--- config.mk ---
export PLATFORM = sky130hd
export DESIGN_NAME = piso_stream
export DESIGN_NICKNAME = d
export VERILOG_FILES = /design/src/rtl/piso_pkg.sv /design/src/rtl/piso_hold_reg.sv /design/src/rtl/piso_stream.sv
export SDC_FILE = /design/constraint.sdc
export NUM_CORES = 1
export LEC_CHECK = 0
export CAP_MARGIN = 10
export CORE_MARGIN = 1.5
export CORE_UTILIZATION = 49
export CTS_BUF_LIST = sky130_fd_sc_hd__clkbuf_4 sky130_fd_sc_hd__clkbuf_8
export CTS_CLUSTER_DIAMETER = 100
export DETAILED_ROUTE_END_ITERATION = 10
export PLACE_DENSITY = 0.85
export SLEW_MARGIN = 0
export SYNTH_ARGS = -nofsm -noshare
export SYNTH_HDL_FRONTEND = slang
export SYNTH_HIERARCHICAL = 1
export SYNTH_SLANG_ARGS = --single-unit
--- constraint.sdc ---
create_clock -name clk -period 1.9 [get_ports clk]
set_input_delay 0.38 -clock clk [delete_from_list [all_inputs] [get_ports clk]]
set_output_delay 0.38 -clock clk [all_outputs]
set_load 0.02 [all_outputs]
--- src/rtl/piso_pkg.sv ---
// Shared types and helpers for the piso_stream parallel-in/serial-out converter.
package piso_pkg;

    // Shifter state: IDLE has no beat on the output, SHIFT presents a beat.
    typedef enum logic [0:0] {
        IDLE  = 1'b0,
        SHIFT = 1'b1
    } state_t;

    // Bit n set means LANES == n is a supported beat width (1, 2, 4, 8).
    localparam logic [15:0] LANES_LEGAL = 16'h0116;

    // Widest parallel word the beat-select helper can address.
    localparam int MAX_WIDTH = 64;

    // Returns beat 'index' of 'word' in the low bits; the caller keeps the low
    // 'lanes' bits. MSB-first counts beats down from the top of the word.
    function automatic logic [7:0] beat_sel(input logic [63:0] word,
                                            input int unsigned width,
                                            input int unsigned lanes,
                                            input int unsigned index,
                                            input logic        msb_first);
        int unsigned shamt;
        if (msb_first) begin
            shamt = width - ((index + 32'd1) * lanes);
        end else begin
            shamt = index * lanes;
        end
        return 8'(word >> shamt);
    endfunction

endpackage

--- src/rtl/piso_hold_reg.sv ---
// Single-entry holding register in front of the shifter. It accepts a word
// whenever it is empty or is being drained on the same edge, so the shifter
// can be reloaded back-to-back without an idle beat.
module piso_hold_reg
    import piso_pkg::*;
#(
    parameter int WIDTH = 8
) (
    input  logic             clk,
    input  logic             reset,
    input  logic             flush,
    input  logic [WIDTH-1:0] in_data,
    input  logic             in_valid,
    output logic             in_ready,
    input  logic             drain,
    output logic [WIDTH-1:0] hold_data,
    output logic             hold_valid,
    output logic             hold_valid_next
);

    logic [WIDTH-1:0] hold_data_r;
    logic             hold_valid_r;
    logic             valid_next_s;
    logic             accept_s;

    // Ready depends on drain, which in turn depends on the link-side enable.
    assign in_ready        = !flush && (!hold_valid_r || drain);
    assign accept_s        = in_valid && in_ready;
    assign hold_data       = hold_data_r;
    assign hold_valid      = hold_valid_r;
    assign hold_valid_next = valid_next_s;

    // Next occupancy: flush wins, a new word refills even while draining.
    always_comb begin
        valid_next_s = hold_valid_r;
        if (flush) begin
            valid_next_s = 1'b0;
        end else if (accept_s) begin
            valid_next_s = 1'b1;
        end else if (drain) begin
            valid_next_s = 1'b0;
        end else begin
            valid_next_s = hold_valid_r;
        end
    end

    // Holding register storage; data only moves on an accepted handshake.
    always_ff @(posedge clk or negedge reset) begin
        if (!reset) begin
            hold_valid_r <= 1'b0;
            hold_data_r  <= '0;
        end else begin
            hold_valid_r <= valid_next_s;
            if (accept_s) begin
                hold_data_r <= in_data;
            end else begin
                hold_data_r <= hold_data_r;
            end
        end
    end

endmodule

--- src/rtl/piso_stream.sv ---
// Streaming parallel-in/serial-out converter. Words enter through a one-deep
// holding register and leave as LANES-bit beats; enable stalls the current
// beat and flush aborts both the holding register and the shifter.
module piso_stream
    import piso_pkg::*;
#(
    parameter int WIDTH     = 8,
    parameter int LANES     = 1,
    parameter int MSB_FIRST = 0
) (
    input  logic             clk,
    input  logic             reset,
    input  logic [WIDTH-1:0] in_data,
    input  logic             in_valid,
    output logic             in_ready,
    input  logic             enable,
    input  logic             flush,
    output logic [LANES-1:0] out,
    output logic             out_valid,
    output logic             out_last,
    output logic             busy,
    output logic             done
);

    localparam int BEATS = WIDTH / LANES;
    localparam int CW    = $clog2(BEATS + 1);
    localparam logic [CW-1:0] LAST_CNT = CW'(BEATS);
    localparam logic [CW-1:0] ONE_CNT  = CW'(32'd1);

    if ((WIDTH % LANES) != 32'sd0 || BEATS < 32'sd1 || LANES > 32'sd8 ||
        !LANES_LEGAL[LANES[3:0]] || WIDTH > MAX_WIDTH) begin : g_bad_cfg
        $error("piso_stream: WIDTH must be a multiple of LANES, LANES in {1,2,4,8}, WIDTH <= 64");
    end

    state_t           state_r, state_n;
    logic [CW-1:0]    cnt_r, cnt_n;
    logic [WIDTH-1:0] sr_r, sr_n;
    logic [LANES-1:0] out_r, out_n;
    logic             out_valid_r, out_valid_n;
    logic             out_last_r, out_last_n;
    logic             busy_r, busy_n;
    logic             done_r, done_n;

    logic [WIDTH-1:0] hold_data_s;
    logic             hold_valid_s;
    logic             hold_valid_next_s;
    logic             drain_s;

    // Move the next beat to the bottom (LSB-first) or top (MSB-first) of sr.
    function automatic logic [WIDTH-1:0] shift_beat(input logic [WIDTH-1:0] w);
        if (MSB_FIRST != 0) begin
            return w << LANES;
        end else begin
            return w >> LANES;
        end
    endfunction

    // The hold register empties into an idle shifter at once, or into a busy
    // shifter on the edge its last beat is consumed.
    assign drain_s = hold_valid_s &&
                     (state_r == IDLE || (enable && cnt_r == LAST_CNT));

    piso_hold_reg #(
        .WIDTH (WIDTH)
    ) u_hold (
        .clk             (clk),
        .reset           (reset),
        .flush           (flush),
        .in_data         (in_data),
        .in_valid        (in_valid),
        .in_ready        (in_ready),
        .drain           (drain_s),
        .hold_data       (hold_data_s),
        .hold_valid      (hold_valid_s),
        .hold_valid_next (hold_valid_next_s)
    );

    // Shifter next-state: load, advance, finish-and-reload, stall or flush.
    always_comb begin
        state_n = state_r;
        cnt_n   = cnt_r;
        sr_n    = sr_r;
        out_n   = out_r;
        done_n  = 1'b0;
        if (flush) begin
            state_n = IDLE;
            cnt_n   = '0;
            sr_n    = '0;
            out_n   = '0;
        end else if (state_r == IDLE) begin
            if (drain_s) begin
                state_n = SHIFT;
                cnt_n   = ONE_CNT;
                out_n   = LANES'(beat_sel(64'(hold_data_s), WIDTH, LANES, 32'd0, MSB_FIRST != 0));
                sr_n    = shift_beat(hold_data_s);
            end else begin
                state_n = IDLE;
            end
        end else if (!enable) begin
            state_n = SHIFT;
        end else if (cnt_r == LAST_CNT) begin
            done_n = 1'b1;
            if (hold_valid_s) begin
                state_n = SHIFT;
                cnt_n   = ONE_CNT;
                out_n   = LANES'(beat_sel(64'(hold_data_s), WIDTH, LANES, 32'd0, MSB_FIRST != 0));
                sr_n    = shift_beat(hold_data_s);
            end else begin
                state_n = IDLE;
                cnt_n   = '0;
                sr_n    = '0;
                out_n   = '0;
            end
        end else begin
            cnt_n = cnt_r + ONE_CNT;
            out_n = LANES'(beat_sel(64'(sr_r), WIDTH, LANES, 32'd0, MSB_FIRST != 0));
            sr_n  = shift_beat(sr_r);
        end
        out_valid_n = (state_n == SHIFT);
        out_last_n  = (state_n == SHIFT) && (cnt_n == LAST_CNT);
        busy_n      = (state_n == SHIFT) || hold_valid_next_s;
    end

    // Shifter state and registered outputs.
    always_ff @(posedge clk or negedge reset) begin
        if (!reset) begin
            state_r     <= IDLE;
            cnt_r       <= '0;
            sr_r        <= '0;
            out_r       <= '0;
            out_valid_r <= 1'b0;
            out_last_r  <= 1'b0;
            busy_r      <= 1'b0;
            done_r      <= 1'b0;
        end else begin
            state_r     <= state_n;
            cnt_r       <= cnt_n;
            sr_r        <= sr_n;
            out_r       <= out_n;
            out_valid_r <= out_valid_n;
            out_last_r  <= out_last_n;
            busy_r      <= busy_n;
            done_r      <= done_n;
        end
    end

    assign out       = out_r;
    assign out_valid = out_valid_r;
    assign out_last  = out_last_r;
    assign busy      = busy_r;
    assign done      = done_r;

endmodule
### Yosys cells after proc, flatten, opt, wreduce, memory -nomap -nowiden

Index checks and enable logic that the tools add are counted.

| word-level totals | value |
|---|---|
| latch bits | 0 |
| memories kept | 0 |
| bits in read-only memories | 0 |
| input port bits | 13 |
| output and inout port bits | 6 |
| logic and storage cells | 72 |
| register bits | 26 |
| RAM bits | 0 |

| cells by class | value |
|---|---|
| reductions and logical operators | 12 |
| multipliers | 0 |
| mux-type cells | 43 |
| equal/unequal tests | 3 |
| order comparisons | 0 |
| bitwise logic cells | 1 |
| div/mod/pow operators | 0 |
| add/subtract/negate cells | 1 |
| shifts and indexed selects | 3 |

Operators by type and width:

| cell | count |
|---|---|
| 32-bit two-way mux | 12 |
| 8-bit by 32-bit right shift with 1-bit output | 3 |
| 8-bit two-way mux | 5 |
| 1-bit two-way mux | 20 |
| 4-bit two-way mux | 5 |
| 4-bit == test, second input constant | 2 |
| 7-bit two-way mux | 1 |
| 1-bit logical AND | 5 |
| 4-bit by 1-bit adder with 4-bit output, second input constant | 1 |
| 1-bit logical OR | 3 |
| 3-bit != test, second input constant | 1 |
| 3-bit nonzero test | 1 |
| 1-bit zero test | 2 |
| 2-bit AND reduction | 1 |
| 1-bit NOT | 1 |

### Depth between registers and ports, before layout

| logic depth | value |
|---|---|
| word-level depth | 11 |
| depth in mapped cells | 9 |
| gate-level depth less buffers | 9 |

### By module

The synthesis kept the hierarchy.

By module, submodules not included:

| module | instances | seq. area each (um^2) | cells an instance | area each (um^2) |
|---|---|---|---|---|
| piso_stream | 1 | 400.4 | 72 | 852.1 |
| piso_hold_reg | 1 | 225.2 | 22 | 359.1 |

### Least setup slack after synthesis

No wires, ideal clock.

| timing path | value |
|---|---|
| kind | reg-to-reg |
| from | register cnt_r[1] |
| to | register u_hold.hold_data_r[0] (netlist: u_hold/hold_data[0]) |
| clock period less this slack | 1.980 ns |
| setup time | 0.125 ns |
| stages on the path, launching flop included | 9 |
| path buffers | 0 |
| slack | -0.080 ns |
| data required time | 1.775 ns |
| data arrival time | 1.856 ns |
| path through | dfrtp_1 inv_1 ha_1 and3b_4 a21boi_4 nor2b_1 nor2b_4 nor3b_4 mux2_2 |

| on the way | value |
|---|---|
| longest elaborated chain between the ends | 7 |

Ends and longest elaborated chain:

| item | line | source |
|---|---|---|
| start: declaration | piso_stream.sv:36 | `logic [CW-1:0] cnt_r, cnt_n;` |
| start signal: assignment | piso_stream.sv:137 | `cnt_r <= cnt_n;` |
| 4-bit == test | piso_stream.sv:61 | `(state_r == IDLE \|\| (enable && cnt_r == LAST_CNT));` |
| 1-bit logical AND | piso_stream.sv:61 |  |
| 1-bit logical OR | piso_stream.sv:61 |  |
| 1-bit logical AND | piso_stream.sv:60 | `assign drain_s = hold_valid_s &&` |
| via drain_s | piso_stream.sv:47 | `logic drain_s;` |
| 1-bit logical OR | piso_hold_reg.sv:27 | `assign in_ready = !flush && (!hold_valid_r \|\| drain);` |
| 1-bit logical AND | piso_hold_reg.sv:27 |  |
| 1-bit logical AND | piso_hold_reg.sv:28 | `assign accept_s = in_valid && in_ready;` |
| end signal: assignment | piso_hold_reg.sv:55 | `hold_data_r <= in_data;` |
| end signal: assignment | piso_hold_reg.sv:57 | `hold_data_r <= hold_data_r;` |
| end: declaration | piso_hold_reg.sv:21 | `logic [WIDTH-1:0] hold_data_r;` |

The timed path passes the listed nets, and every way through them passes these cells.
A chain may end at the register's enable or synchronous reset.

### Worst setup path after layout

| timing path | value |
|---|---|
| from | register cnt_r[1] |
| to | register u_hold.hold_data_r[2] (netlist: u_hold/hold_data[2]) |

The elaborated chain is that of the path after synthesis.

==> results.yml <==
cells_and_area:
  area_growth_pct: 32.5
  layout-drive-gt1-share_pct: 34.1
  final_area_um2: 1610
  fillers: 165
  fin_cells: 157
  nets: 145
  final_cell_mix: "dfrtp_1, clkdlybuf4s50_1, buf_4"
  final_common_cell: "dfrtp_1"
  antenna_cells: 0
yosys:
  yosys.area.top_type: "dfrtp_1"
  synth.avg_cell_area_um2: 12.9
  synth_compound_gate_area_share_pct: 17.7
  synth-xor-area-share_pct: 0
  synth_seq_cells: 25
  synthesis.area_um2: 1210
  synthMuxAreaShare_pct: 8.68
  async_reset_ff_share_pct: 100
  yosysWarnings: 6
  yosys.area_share.simple_pct: 16.8
  synth-edff-count: 0
  synth_seq_area_share_pct: 51.7
  synth.area.top_cells: "dfrtp_1, mux2_2, a22o_1"
  synth_nets: 109
  synth_top_family_by_area: "compound AO/OA/AOI/OAI gates"
  synth_top_area_share_pct: 51.7
  ys.flop_type: "dfrtp_1"
  ys_types: 34
  synth_adder_area_share_pct: 2.07
  syn-instance-count: 94
routing:
  final_antenna_net_count: 0
  met2_wirelength_um: 1200
  routedWlPerCell_um: 15.1
  drt_iter0_markers: 10
  drt-pass1-iter-count: 4
  top_layer: "met4"
  met3WireLength_um: 47
  wirelength_met1_um: 1070
  drc: 0
  drt-total-wl_um: 2370
  vias: 871
  via_per_inst: 5.55
sta:
  relSlewSlack_pct: 66.6
  min_period_over_period_pct: 107
  fmax_mhz: 493
  fin_tns_setup_ns: -1.12
  timing_hold_violations_final: 0
  grt_setup_unrepaired: "true"
  setup_viol: 9
  drv_slew: 0
  setup_slack_ns: -0.129
  tightest_slew_ns: 0.500
  skew_ns: 0.00538
  fin_crit_ns: 2.03
global_route:
  grt_pass1_wl_um: 4080
  grt_pass1_vias: 877
  grt_max_degree: 26
  antenna_found_initial: 0
  grt.overflow.total: 0
  track_usage_pct: 20.7
floorplan:
  core-area_um2: 2280
  ios: 19
  dieWidth_um: 52.7
  die_area_um2: 2780
  num_rows: 17
  die_h_um: 52.7
  start_util_pct: 53.2
clocking:
  cts_tree: "yes"
  clkSinkCount: 25
  root_buffer: "clkbuf_4"
  cts_buffer_depth: 2
  hold_buffers: 0
  htreeDepth: 1
  clkSlewWorstSetupHoldPaths_ns: 0.13
  numCtsBuffers: 3
  clock_latency_ns: 0.32
critical_path:
  slowest_stage: "dfrtp_1"
  path_common_cell: "nor2b_4"
  cp-end-kind: "flop"
  cp.required_ns: 2.12
  slowest_delay_ns: 0.41
  critPathKind: "reg2reg"
  crit_path_max_fanout: 8
  cp.arrival_ns: 2.25
  worst_setup_path_start_kind: "flop"
  crit_path_cell_trace: "inv_1 > ha_2 > and3b_4 > a21boi_4 > nor2b_4 > nor2b_4 > buf_4 > nor3b_4 > buf_12 > mux2_4"
placement:
  place_congestion: 0.788
  dp.final_hpwl_um: 1690
  place_inst: 150
  io_buffers: 18
  dpl_cell_area_um2: 1510
min_path:
  min_path_type: "in2async"
power:
  powerDensity_nw_per_um2: 694
  leakage_nw: 0.788
  ir_drop_mv: 0.578
outcome:
  violations: "setup timing"
  status: "finished, violations left"
flow_run:
  cap_violations: 0
## worst paths after layout
check / start / to / slack (ns) / cells past startpoint
min in group clk: u_hold/hold_data[2] / sr_r[1] / 0.50 / 1
worst min-delay path: reset / sr_r[2] / 0.41 / 2
worst max register to register: cnt_r[1] / u_hold/hold_data[2] / -0.13 / 10
worst max-delay path: cnt_r[1] / u_hold/hold_data[2] / -0.13 / 10
max in group asynchronous: reset / u_hold/hold_data[6] / 1.26 / 2
worst min register to register: u_hold/hold_data[2] / sr_r[1] / 0.50 / 1
## where the power goes
part | total [mW] | internal [mW] | switching [mW] | leakage (nW)
Clock | 0.237 | 0.0804 | 0.156 | 0.0139
Combinational | 0.259 | 0.154 | 0.104 | 0.452
Sequential | 0.618 | 0.587 | 0.0312 | 0.323
Total | 1.11 | 0.822 | 0.292 | 0.788
## metal layers
layer	vias up	GRT usage, %
li1	415	-
met1	434	26.9
met2	17	34.4
met3	5	2.57
met4	0	8.97
met5	-	0
## flip-flops by register name, indices dropped and copies added, names as in the netlist
name / flops
out: 1
cnt_r: 4
out_last: 1
out_valid: 1
sr_r: 7
busy: 1
done: 1
u_hold/hold_data: 8
u_hold/hold_valid: 1
## critical path: cells and delay by family, from the launching register on
kind                       cells  cell delay [ns]
adders and majority gates      1             0.17
and+or+nand+nor                4             0.61
AOI/OAI and AO/OA              1             0.07
buffers and inverters          3             0.37
DFF                            1             0.41
muxes                          1             0.30
## per-stage QoR
stage          hold WS [ns]  utilization, %  setup WS [ns]  total power, mW
6_report              0.408            70.5         -0.129             1.11
5_1_grt               0.425            70.5         -0.218             1.17
4_1_cts               0.410            69.6         -0.170             1.12
3_5_place_dp          0.463            66.3         -0.395            0.853
3_3_place_gp          0.456            66.3         -0.374            0.838
2_1_floorplan        0.0844               -        -0.0469            0.751
## logic make-up (layout without fill, tap and decap cells)
kind of cell,count (synthesis),after routing
adders and majority gates,2,2
DFF,25,25
AOI/OAI and AO/OA,25,25
buffers and inverters,5,40
and+or+nand+nor,28,28
muxes,9,9
## cell usage after synthesis (2+ instances only)
master,n
nor2_1,7
buf_6,2
dfrtp_1,25
o21ai_0,2
or3_1,2
nor2b_1,3
nand4_1,2
mux2_2,8
a21o_1,7
inv_1,2
a22o_1,8
nand3_1,2
nor3b_4,2
ha_1,2
## cell type report
type / instances / area (µm²) / area share (%)
Sequential cell: 25 / 626 / 39.0
Multi-Input combinational cell: 64 / 591 / 36.8
Timing Repair Buffer: 34 / 317 / 19.7
Tap cell: 28 / 35.0 / 2.18
Clock buffer: 3 / 22.5 / 1.40
Clock inverter: 1 / 7.51 / 0.468
Inverter: 2 / 7.51 / 0.468
## repair_timing
action                                 in CTS  in global routing
buffers inserted                            2                  1
setup endpoints to repair                   9                 10
pin swaps                                   3                  1
gates resized for setup                    15                  4
endpoints found under the hold margin       0                  0
No activity file was read; power rests on OpenSTA's default activity.
